File: config.mk
export PLATFORM = sky130hd
export DESIGN_NAME = div_unit_flat
export DESIGN_NICKNAME = d
export VERILOG_FILES = /design/src/rtl/div_unit_pkg.sv /design/src/rtl/div_unit_if.sv /design/src/rtl/div_unit.sv /design/src/flat_wrapper.sv
export SDC_FILE = /design/constraint.sdc
export NUM_CORES = 1
export LEC_CHECK = 0
export CAP_MARGIN = 20
export CORE_UTILIZATION = 49
export DETAILED_ROUTE_END_ITERATION = 8
export GPL_ROUTABILITY_DRIVEN = 0
export GPL_TIMING_DRIVEN = 0
export HOLD_SLACK_MARGIN = 0.12
export PLACE_DENSITY_LB_ADDON = 0.08
export SLEW_MARGIN = 20
export SYNTH_ARGS = -nofsm -noshare
export SYNTH_HDL_FRONTEND = slang
export SYNTH_SLANG_ARGS = --single-unit
File: constraint.sdc
create_clock -name clk -period 9.6 [get_ports clk]
set_clock_uncertainty 0.1 [all_clocks]
set_input_delay 1.92 -clock clk [delete_from_list [all_inputs] [get_ports clk]]
set_output_delay 1.92 -clock clk [all_outputs]
set_load 0.03 [all_outputs]
File: src/rtl/div_unit_pkg.sv
// Shared definitions for the RV32M divide unit: opcode constants and funct3 decode.
package div_unit_pkg;

  localparam int unsigned DIV_XLEN = 32;

  localparam logic [6:0] FUNCT7_M    = 7'b0000001;
  localparam logic [2:0] FUNCT3_DIV  = 3'b100;
  localparam logic [2:0] FUNCT3_DIVU = 3'b101;
  localparam logic [2:0] FUNCT3_REM  = 3'b110;
  localparam logic [2:0] FUNCT3_REMU = 3'b111;

  typedef struct packed {
    logic is_signed;
    logic is_rem;
  } div_op_t;

  function automatic div_op_t decode_op(input logic [2:0] funct3);
    div_op_t op;
    op.is_signed = (funct3 == FUNCT3_DIV) || (funct3 == FUNCT3_REM);
    op.is_rem    = (funct3 == FUNCT3_REM) || (funct3 == FUNCT3_REMU);
    return op;
  endfunction

endpackage

File: src/rtl/div_unit_if.sv
// Request/response handshake between the execute stage and the divide unit.
interface div_unit_if;
  import div_unit_pkg::*;

  logic                in_valid;
  logic                in_ready;
  logic [DIV_XLEN-1:0] in1;
  logic [DIV_XLEN-1:0] in2;
  logic [2:0]          funct3;
  logic                out_valid;
  logic                out_ready;
  logic [DIV_XLEN-1:0] out;

  modport master (
    output in_valid, in1, in2, funct3, out_ready,
    input  in_ready, out_valid, out
  );

  modport slave (
    input  in_valid, in1, in2, funct3, out_ready,
    output in_ready, out_valid, out
  );

endinterface

File: src/rtl/div_unit.sv
// Iterative radix-2 restoring divider for DIV/DIVU/REM/REMU; one quotient bit per cycle,
// special cases (divide by zero, signed overflow) resolved at acceptance.
module div_unit
  import div_unit_pkg::*;
#(
  parameter int unsigned XLEN = DIV_XLEN
) (
  input  logic       clk,
  input  logic       rst,
  input  logic       flush,
  div_unit_if.slave  bus
);

  localparam int unsigned CNT_W = $clog2(XLEN);

  typedef enum logic [1:0] {
    IDLE,
    RUN,
    DONE
  } state_e;

  state_e            state_q, state_d;
  logic [XLEN-1:0]   rem_q, rem_d;
  logic [XLEN-1:0]   quo_q, quo_d;
  logic [XLEN-1:0]   dvsr_q, dvsr_d;
  logic [XLEN-1:0]   out_q, out_d;
  logic [CNT_W-1:0]  cnt_q, cnt_d;
  logic              is_rem_q, is_rem_d;
  logic              neg_q, neg_d;
  logic              out_valid_q, out_valid_d;
  logic              in_ready_q, in_ready_d;

  logic [XLEN:0]     rem_sh;
  logic [XLEN:0]     trial;
  logic [XLEN-1:0]   rem_nx;
  logic [XLEN-1:0]   quo_nx;
  div_op_t           op;
  logic              is_ovf;

  // Two's complement negate when n is set; also yields |x| for a signed operand.
  function automatic logic [XLEN-1:0] cond_neg(input logic [XLEN-1:0] x, input logic n);
    return n ? XLEN'(~x + XLEN'(1)) : x;
  endfunction

  // One restoring step: shift {rem, quo}, subtract divisor, keep if non-negative.
  always_comb begin
    rem_sh = {rem_q, quo_q[XLEN-1]};
    trial  = rem_sh - {1'b0, dvsr_q};
    if (!trial[XLEN]) begin
      rem_nx = trial[XLEN-1:0];
      quo_nx = {quo_q[XLEN-2:0], 1'b1};
    end else begin
      rem_nx = rem_sh[XLEN-1:0];
      quo_nx = {quo_q[XLEN-2:0], 1'b0};
    end
  end

  assign op     = decode_op(bus.funct3);
  assign is_ovf = op.is_signed
               && (bus.in1 == {1'b1, {(XLEN-1){1'b0}}})
               && (bus.in2 == {XLEN{1'b1}});

  // Next-state and datapath updates; flush overrides everything but reset.
  always_comb begin
    state_d     = state_q;
    rem_d       = rem_q;
    quo_d       = quo_q;
    dvsr_d      = dvsr_q;
    out_d       = out_q;
    cnt_d       = cnt_q;
    is_rem_d    = is_rem_q;
    neg_d       = neg_q;

    if (flush) begin
      state_d = IDLE;
    end else begin
      unique case (state_q)
        IDLE: begin
          if (bus.in_valid) begin
            cnt_d    = '0;
            is_rem_d = op.is_rem;
            neg_d    = op.is_signed
                     & (op.is_rem ? bus.in1[XLEN-1] : (bus.in1[XLEN-1] ^ bus.in2[XLEN-1]));
            if (bus.in2 == '0) begin
              out_d   = op.is_rem ? bus.in1 : {XLEN{1'b1}};
              state_d = DONE;
            end else if (is_ovf) begin
              out_d   = op.is_rem ? '0 : {1'b1, {(XLEN-1){1'b0}}};
              state_d = DONE;
            end else begin
              rem_d   = '0;
              quo_d   = cond_neg(bus.in1, op.is_signed & bus.in1[XLEN-1]);
              dvsr_d  = cond_neg(bus.in2, op.is_signed & bus.in2[XLEN-1]);
              state_d = RUN;
            end
          end
        end
        RUN: begin
          rem_d = rem_nx;
          quo_d = quo_nx;
          cnt_d = CNT_W'(cnt_q + CNT_W'(1));
          if (cnt_q == CNT_W'(XLEN-1)) begin
            out_d   = cond_neg(is_rem_q ? rem_nx : quo_nx, neg_q);
            state_d = DONE;
          end
        end
        DONE: begin
          if (bus.out_ready) begin
            state_d = IDLE;
          end
        end
        default: state_d = IDLE;
      endcase
    end

    out_valid_d = (state_d == DONE);
    in_ready_d  = (state_d == IDLE);
  end

  always_ff @(posedge clk) begin
    if (rst) begin
      state_q     <= IDLE;
      rem_q       <= '0;
      quo_q       <= '0;
      dvsr_q      <= '0;
      out_q       <= '0;
      cnt_q       <= '0;
      is_rem_q    <= 1'b0;
      neg_q       <= 1'b0;
      out_valid_q <= 1'b0;
      in_ready_q  <= 1'b1;
    end else begin
      state_q     <= state_d;
      rem_q       <= rem_d;
      quo_q       <= quo_d;
      dvsr_q      <= dvsr_d;
      out_q       <= out_d;
      cnt_q       <= cnt_d;
      is_rem_q    <= is_rem_d;
      neg_q       <= neg_d;
      out_valid_q <= out_valid_d;
      in_ready_q  <= in_ready_d;
    end
  end

  assign bus.in_ready  = in_ready_q;
  assign bus.out_valid = out_valid_q;
  assign bus.out       = out_q;

endmodule

File: src/flat_wrapper.sv
// flat-port wrapper written by rule: the top's interface ports become plain ports
module div_unit_flat import div_unit_pkg::*;
#(
  parameter int unsigned XLEN = DIV_XLEN
)
  (clk, rst, flush, bus_in_valid, bus_in1, bus_in2, bus_funct3, bus_out_ready, bus_in_ready, bus_out_valid, bus_out);
  div_unit_if bus_i ();
  input  logic clk;
  input  logic rst;
  input  logic flush;
  input wire logic [$bits(bus_i.in_valid)-1:0] bus_in_valid;
  input wire logic [$bits(bus_i.in1)-1:0] bus_in1;
  input wire logic [$bits(bus_i.in2)-1:0] bus_in2;
  input wire logic [$bits(bus_i.funct3)-1:0] bus_funct3;
  input wire logic [$bits(bus_i.out_ready)-1:0] bus_out_ready;
  output wire logic [$bits(bus_i.in_ready)-1:0] bus_in_ready;
  output wire logic [$bits(bus_i.out_valid)-1:0] bus_out_valid;
  output wire logic [$bits(bus_i.out)-1:0] bus_out;
  assign bus_i.in_valid = bus_in_valid;
  assign bus_i.in1 = bus_in1;
  assign bus_i.in2 = bus_in2;
  assign bus_i.funct3 = bus_funct3;
  assign bus_i.out_ready = bus_out_ready;
  assign bus_in_ready = bus_i.in_ready;
  assign bus_out_valid = bus_i.out_valid;
  assign bus_out = bus_i.out;
  div_unit #(.XLEN(XLEN)) u_core (.clk(clk), .rst(rst), .flush(flush), .bus(bus_i));
endmodule
==> impl_metrics.ini, run 1 <==
[outcome]
outcome = completed

[critical_path]
endpoint_kind = register
worstReg2RegStart = u_core.quo_q[31]
r2r_cells = 25
timing.rr.end = u_core.bus.out[22]
r2r_slack_ns = 2.05
critical_path.max_fanout = 10
critPathLaunch = u_core.quo_q[31]
critPathArrivalTime_ns = 7.79
critPathLaunchType = register
critPathRequiredTime_ns = 9.84
critical_path_class = register to register
cpMaxStageDelayCell = or4b_1
critPathMaxStageDelay_ns = 0.51
cp-endpoint = u_core.bus.out[22]

[final_layout]
post-route-cell-area_um2 = 12600
fillCellCount = 2053
area_growth_pct = 18.6
final_util_pct = 59.7
nNetsFinal = 1719
drive_gt1_share_pct = 4.01
diodes = 0

[drt]
drtIter0Drc = 1464
drc = 0
via_count = 12000
final_antenna_net_count = 0
first_pass_iters = 6
drt-total-wl_mm = 38.4
via_per_inst = 6.32
drt-wirelength-per-cell_um = 20.2

[min_path]
hold_path.class = register to register
hp-start = u_core.bus.out[4]

[floorplanning]
initial_core_util_pct = 50.4
pin_count = 106
fp.dieW_um = 149
core-area_um2 = 21200
die_h_um = 149
die-area_um2 = 22300
num_rows = 53

[clock_tree]
clock_sinks = 139
cts-resized-gates = 0
cts_buffer_depth = 2
cts_tree = built
ctsHoldBuffers = 0
htree_levels = 4
post-cts-setup-buffers = 0
path_clk_slew_ns = 0.07
cts_root_buffer = clkbuf_16
clk_latency_ns = 0.43
cts_made_buffers = 17

[placement]
pre_cts_ws_ns = 2.41
placed_cell_area_um2 = 12000
io_buffer_count = 104
dp_hpwl_mm = 30.1

[grt]
antenna_found_initial = 0
grt-ovfl-total = 0
grt_max_degree = 17
grt_pass1_wl_mm = 59.4
grt_pass1_vias = 11000
grt_usage_pct = 34.8

[timing]
setup_ws_ns = 2.05
rsz0062_at_grt = false
hold_viol_final = 0
layout_min_cycle_time_ns = 7.55
setup_tns_ns = 0
worst_pin_slew_ns = 1.11
setup_violations = 0
max_freq_mhz = 132
fin_crit_sh_pct = 78.7
drv_slew = 0
maxSlewHeadroom_pct = 24.8

[yosys]
seq_area_frac_synth_pct = 26.1
synth_area_um2 = 10700
synth_top_area_share_pct = 26.1
ys_warn_count = 0
syn-instance-count = 1485
synth_area_leaders = dfxtp_1, nor2_1, a21oi_1, a211oi_1, xnor2_1
synth_edf_count = 0
ys_ff_latch = 139
synth_flop_cell = dfxtp_1
syn-num-nets = 1596
yosysTopAreaCell = dfxtp_1
syn_avg_cell_area_um2 = 7.18
synth.distinct_cells = 73
async_flop_share_pct = 0

[pwr]
p_comb_share_pct = 23.4
p_sw_share_pct = 32.5
leakagePower_uw = 0.00457
clock_power_share_pct = 40.0
seqPwrFrac_pct = 36.6
p_int_uw = 1130
vdd_drop_max_uv = 101
netSwitchingPower_uw = 545
powerDensity_nw_per_um2 = 133
p_total_uw = 1680

[job]
maxCapViolations = 0
-- per-stage QoR --
| step | hold WS, ns | instances |
|---|---|---|
| global placement | 0.350 | 1864 |
| global route | 0.408 | 1896 |
| finish | 0.367 | 1896 |
| CTS | 0.367 | 1896 |
| detailed placement | 0.359 | 1864 |
| floorplan | 0.350 | 1485 |
-- area by class of cell --
class | count | area, um2 | area share [%]
Buffer | 93 | 360 | 2.85
Clock buffer | 18 | 439 | 3.48
Clock inverter | 14 | 148 | 1.17
Inverter | 45 | 169 | 1.34
Multi-Input combinational cell | 1208 | 7350 | 58.2
Sequential cell | 139 | 2780 | 22.0
Tap cell | 275 | 344 | 2.72
Timing Repair Buffer | 104 | 1040 | 8.24
-- layer usage --
layer	part of all wire, %	up-vias	track usage [%]
met5	0	-	0
met4	3.9	0	14.1
met3	10	106	8.14
met2	43	654	53.6
met1	43	5610	46.7
li1	-	5611	-
-- cell usage in the layout (no fill, tap or decap), types with 25 or more instances in the layout --
master	Yosys	final
ha_1	38	38
clkbuf_1	73	73
xor2_1	54	54
o21ai_0	85	85
xnor2_1	58	58
nor2_1	267	267
clkdlybuf4s50_1	0	104
nor3_1	46	46
nand2_1	122	122
inv_1	45	45
a21oi_1	137	137
a211oi_1	74	74
mux2i_1	25	25
dfxtp_1	139	139
-- flip-flops by register name, indices dropped and copies added (netlist names) --
register / flops
u_core.bus.out: 32
u_core.cnt_q: 5
u_core.bus.in_ready: 1
u_core.rem_q: 32
u_core.quo_q: 32
u_core.neg_q: 1
u_core.bus.out_valid: 1
u_core.is_rem_q: 1
u_core.state_q: 2
u_core.dvsr_q: 32
-- kinds of logic (layout without fill, tap and decap cells) --
group | after synthesis | count (layout) | synth area share (%)
adder cells (fa/ha/maj) | 39 | 39 | 4.65
XOR/XNOR | 112 | 112 | 9.21
AO/OA/AOI/OAI | 459 | 459 | 28.1
multiplexers | 33 | 33 | 3.19
buffers and inverters | 138 | 274 | 4.97
flip-flops | 139 | 139 | 26.1
AND/OR/NAND/NOR | 565 | 565 | 23.7
-- cells in the mapped netlist, types with 8 or more instances --
cell      instances
dfxtp_1         139
a21oi_1         137
a211oi_1         74
nand3_1          23
a21o_1           18
mux2_2            8
a31oi_1          21
xor2_1           54
and3_1           11
inv_1            45
xnor2_1          58
nor2b_1           8
o31ai_1          18
and2_1            8
o211ai_1          8
nor4_1           13
nor2_1          267
buf_1            13
nand2_1         122
nand2b_1         10
o21ai_0          85
clkbuf_1         73
a311oi_1         17
ha_1             38
a22oi_1          20
mux2i_1          25
nor3_1           46
nand4_1          19
-- critical path, delay by kind of cell, from the launching register on --
kind                       cells  cell delay (ns)
adders and majority gates      3             1.00
buffers and inverters          6             1.60
muxes                          1             0.19
and+or+nand+nor                4             0.99
AOI/OAI and AO/OA             10             3.00
xor gates and xnor gates       1             0.20
DFF                            1             0.36
-- power groups by stage --
| stage | Sequential, uW | Combinational, uW | Clock (uW) |
|---|---|---|---|
| after floorplan | 620 | 254 | 0 |
| after global placement | 625 | 375 | 0 |
| after detailed placement | 625 | 379 | 0 |
| after CTS | 613 | 382 | 674 |
| after global routing | 615 | 425 | 697 |
| final | 613 | 392 | 671 |
-- worst min path at each step --
| stage | depth (start not counted) | endpoint | slack [ns] |
|---|---|---|---|
| after floorplan | 2 | u_core.dvsr_q[31] | 0.35 |
| after global placement | 2 | u_core.bus.out[4] | 0.35 |
| after detailed placement | 2 | u_core.bus.out[4] | 0.36 |
| after CTS | 2 | u_core.bus.out[4] | 0.37 |
| after global routing | 2 | u_core.bus.out[4] | 0.41 |
| final | 2 | u_core.bus.out[4] | 0.37 |
No activity file was read; power rests on OpenSTA's default activity.
==> inputs of run 2 (changes only) <==
- clock period: 9.6 -> 6.55 ns (I/O delays scaled with it)
==> run 2 against run 1 <==
Against the previous run: sequential power rose by 47%; critical path depth unchanged; non-clock buffer count down 3; cell count fell by 0.16%; setup slack worse by 1.8 ns; utilization rose by 0.22 points; combinational power rose by 47%; clock power up 46%; largest power group unchanged.
==> impl_metrics.ini, run 2 (synthesized netlist as in run 1, its figures left out) <==
[outcome]
outcome = completed

[clock_tree]
cts_made_buffers = 17
cts_buffer_depth = 2
cts_tree = built
cts_root_buffer = clkbuf_16
ctsHoldBuffers = 0
clk_latency_ns = 0.43
clock_sinks = 139
htree_levels = 4
path_clk_slew_ns = 0.07

[critical_path]
critPathMaxStageDelay_ns = 0.51
critPathLaunchType = register
cpMaxStageDelayCell = or4b_1
critical_path_class = register to register
worstReg2RegStart = u_core.quo_q[31]
r2r_slack_ns = 0.29
endpoint_kind = register
cp-endpoint = u_core.bus.out[22]
crit_top_cell = mux2i_1
crit_cells = 25
critPathLaunch = u_core.quo_q[31]
r2r_cells = 25
critical_path.max_fanout = 19
timing.rr.end = u_core.bus.out[22]
path_delay_family = compound AO/OA/AOI/OAI gates
cp_num_buf_inv = 4
critPathArrivalTime_ns = 6.50
critPathRequiredTime_ns = 6.79

[floorplanning]
initial_core_util_pct = 50.4
die-area_um2 = 22300
core-area_um2 = 21200
die_h_um = 149
num_rows = 53
pin_count = 106
fp.dieW_um = 149

[grt]
grtUsageMet3_pct = 8.75
grt_max_degree = 20
grt-ovfl-total = 0
antenna_found_initial = 0
grtUsageMet2_pct = 53.6
grt-busiest-layer = met2
grt_pass1_vias = 11000
grt_pass1_wl_mm = 59.4
grt.met1_usage_pct = 46.3
grt_usage_pct = 34.9

[min_path]
hold_path.class = register to register
hold_depth = 2

[final_layout]
post-route-cell-area_um2 = 12700
area_growth_pct = 19.0
layout_commonest_cell = nor2_1
final-seq-area_um2 = 2780
drive_gt1_share_pct = 4.51
multi_input_area_um2 = 7400
diodes = 0
fin_cells = 1893
nNetsFinal = 1716
fillCellCount = 2047
final_cell_mix = nor2_1, dfxtp_1, a21oi_1

[drt]
drtIter0Drc = 1359
drt-wirelength-per-cell_um = 20.2
via_count = 11900
drt-total-wl_mm = 38.3
via_per_inst = 6.31
drc = 0
first_pass_iters = 6
final_antenna_net_count = 0

[pwr]
netSwitchingPower_uw = 797
p_comb_share_pct = 23.4
p_sw_share_pct = 32.4
vdd_drop_max_uv = 151
leakagePower_uw = 0.00457
seqPwrFrac_pct = 36.6
p_int_uw = 1660
powerDensity_nw_per_um2 = 194
clock_power_share_pct = 40.0

[placement]
dp_hpwl_mm = 30.1
io_buffer_count = 104
placed_cells = 1864
placed_cell_area_um2 = 12000
pre_cts_ws_ns = -0.614

[timing]
layout_min_cycle_time_ns = 6.26
drv_slew = 0
hold_viol_final = 0
worst_pin_slew_ns = 1.09
setup_violations = 0
rsz0062_at_grt = false
maxSlewHeadroom_pct = 26.5
fin_crit_sh_pct = 95.6
max_freq_mhz = 160
setup_ws_ns = 0.291

[job]
maxCapViolations = 0
-- run 2: how the worst min path moves through the flow --
stage / end / slack (ns) / start
6_report: u_core.bus.out[4] / 0.37 / u_core.bus.out[4]
5_1_grt: u_core.bus.out[4] / 0.41 / u_core.bus.out[4]
2_1_floorplan: u_core.dvsr_q[31] / 0.35 / u_core.dvsr_q[31]
3_5_place_dp: u_core.bus.out[4] / 0.36 / u_core.bus.out[4]
4_1_cts: u_core.bus.out[4] / 0.37 / u_core.bus.out[4]
3_3_place_gp: u_core.bus.out[4] / 0.35 / u_core.bus.out[4]
-- run 2: routing by layer --
layer	part of all wire, %	wire [um]	up-vias
met5	0	0	-
met2	43	16600	632
li1	-	-	5600
met1	43	16400	5610
met4	4.0	1540	0
met3	9.9	3800	102
-- run 2: area by class of cell --
cell class | count | area share (%)
multi-input cells | 1208 | 58.3
flip-flops and latches | 139 | 21.9
repair buffers | 104 | 8.21
clock buffers | 18 | 3.46
plain buffers | 90 | 2.84
well taps | 275 | 2.71
inverters | 45 | 1.33
clock inverters | 14 | 1.16
-- run 2: through the flow --
| stage | setup TNS [ns] | hold slack [ns] | total power, uW | util [%] |
|---|---|---|---|---|
| finish | 0 | 0.369 | 2460 | 59.9 |
| global route | 0 | 0.408 | 2550 | 59.9 |
| CTS | 0 | 0.367 | 2450 | 59.8 |
| detailed placement | -4.48 | 0.359 | 1470 | 56.9 |
| global placement | -3.87 | 0.350 | 1470 | 56.9 |
| floorplan | 0 | 0.350 | 1280 | - |
-- run 2: tightest hold or removal path, delay by kind of cell (launching register included) --
kind	cells	cell delay, ns
simple gates	1	0.05
compound gates	1	0.06
flops	1	0.31
-- run 2: power by group through the flow --
| stage | combinational (uW) | clock (uW) | sequential, uW |
|---|---|---|---|
| global route | 625 | 1020 | 902 |
| global placement | 550 | 0 | 916 |
| finish | 575 | 981 | 899 |
| CTS | 560 | 988 | 898 |
| detailed placement | 555 | 0 | 917 |
| floorplan | 373 | 0 | 909 |
-- run 2: timing repair --
action | 4_1_cts | 5_1_grt
setup buffers | 0 | 0
endpoints found under the setup margin | 12 | 12
gates resized for setup | 7 | 10
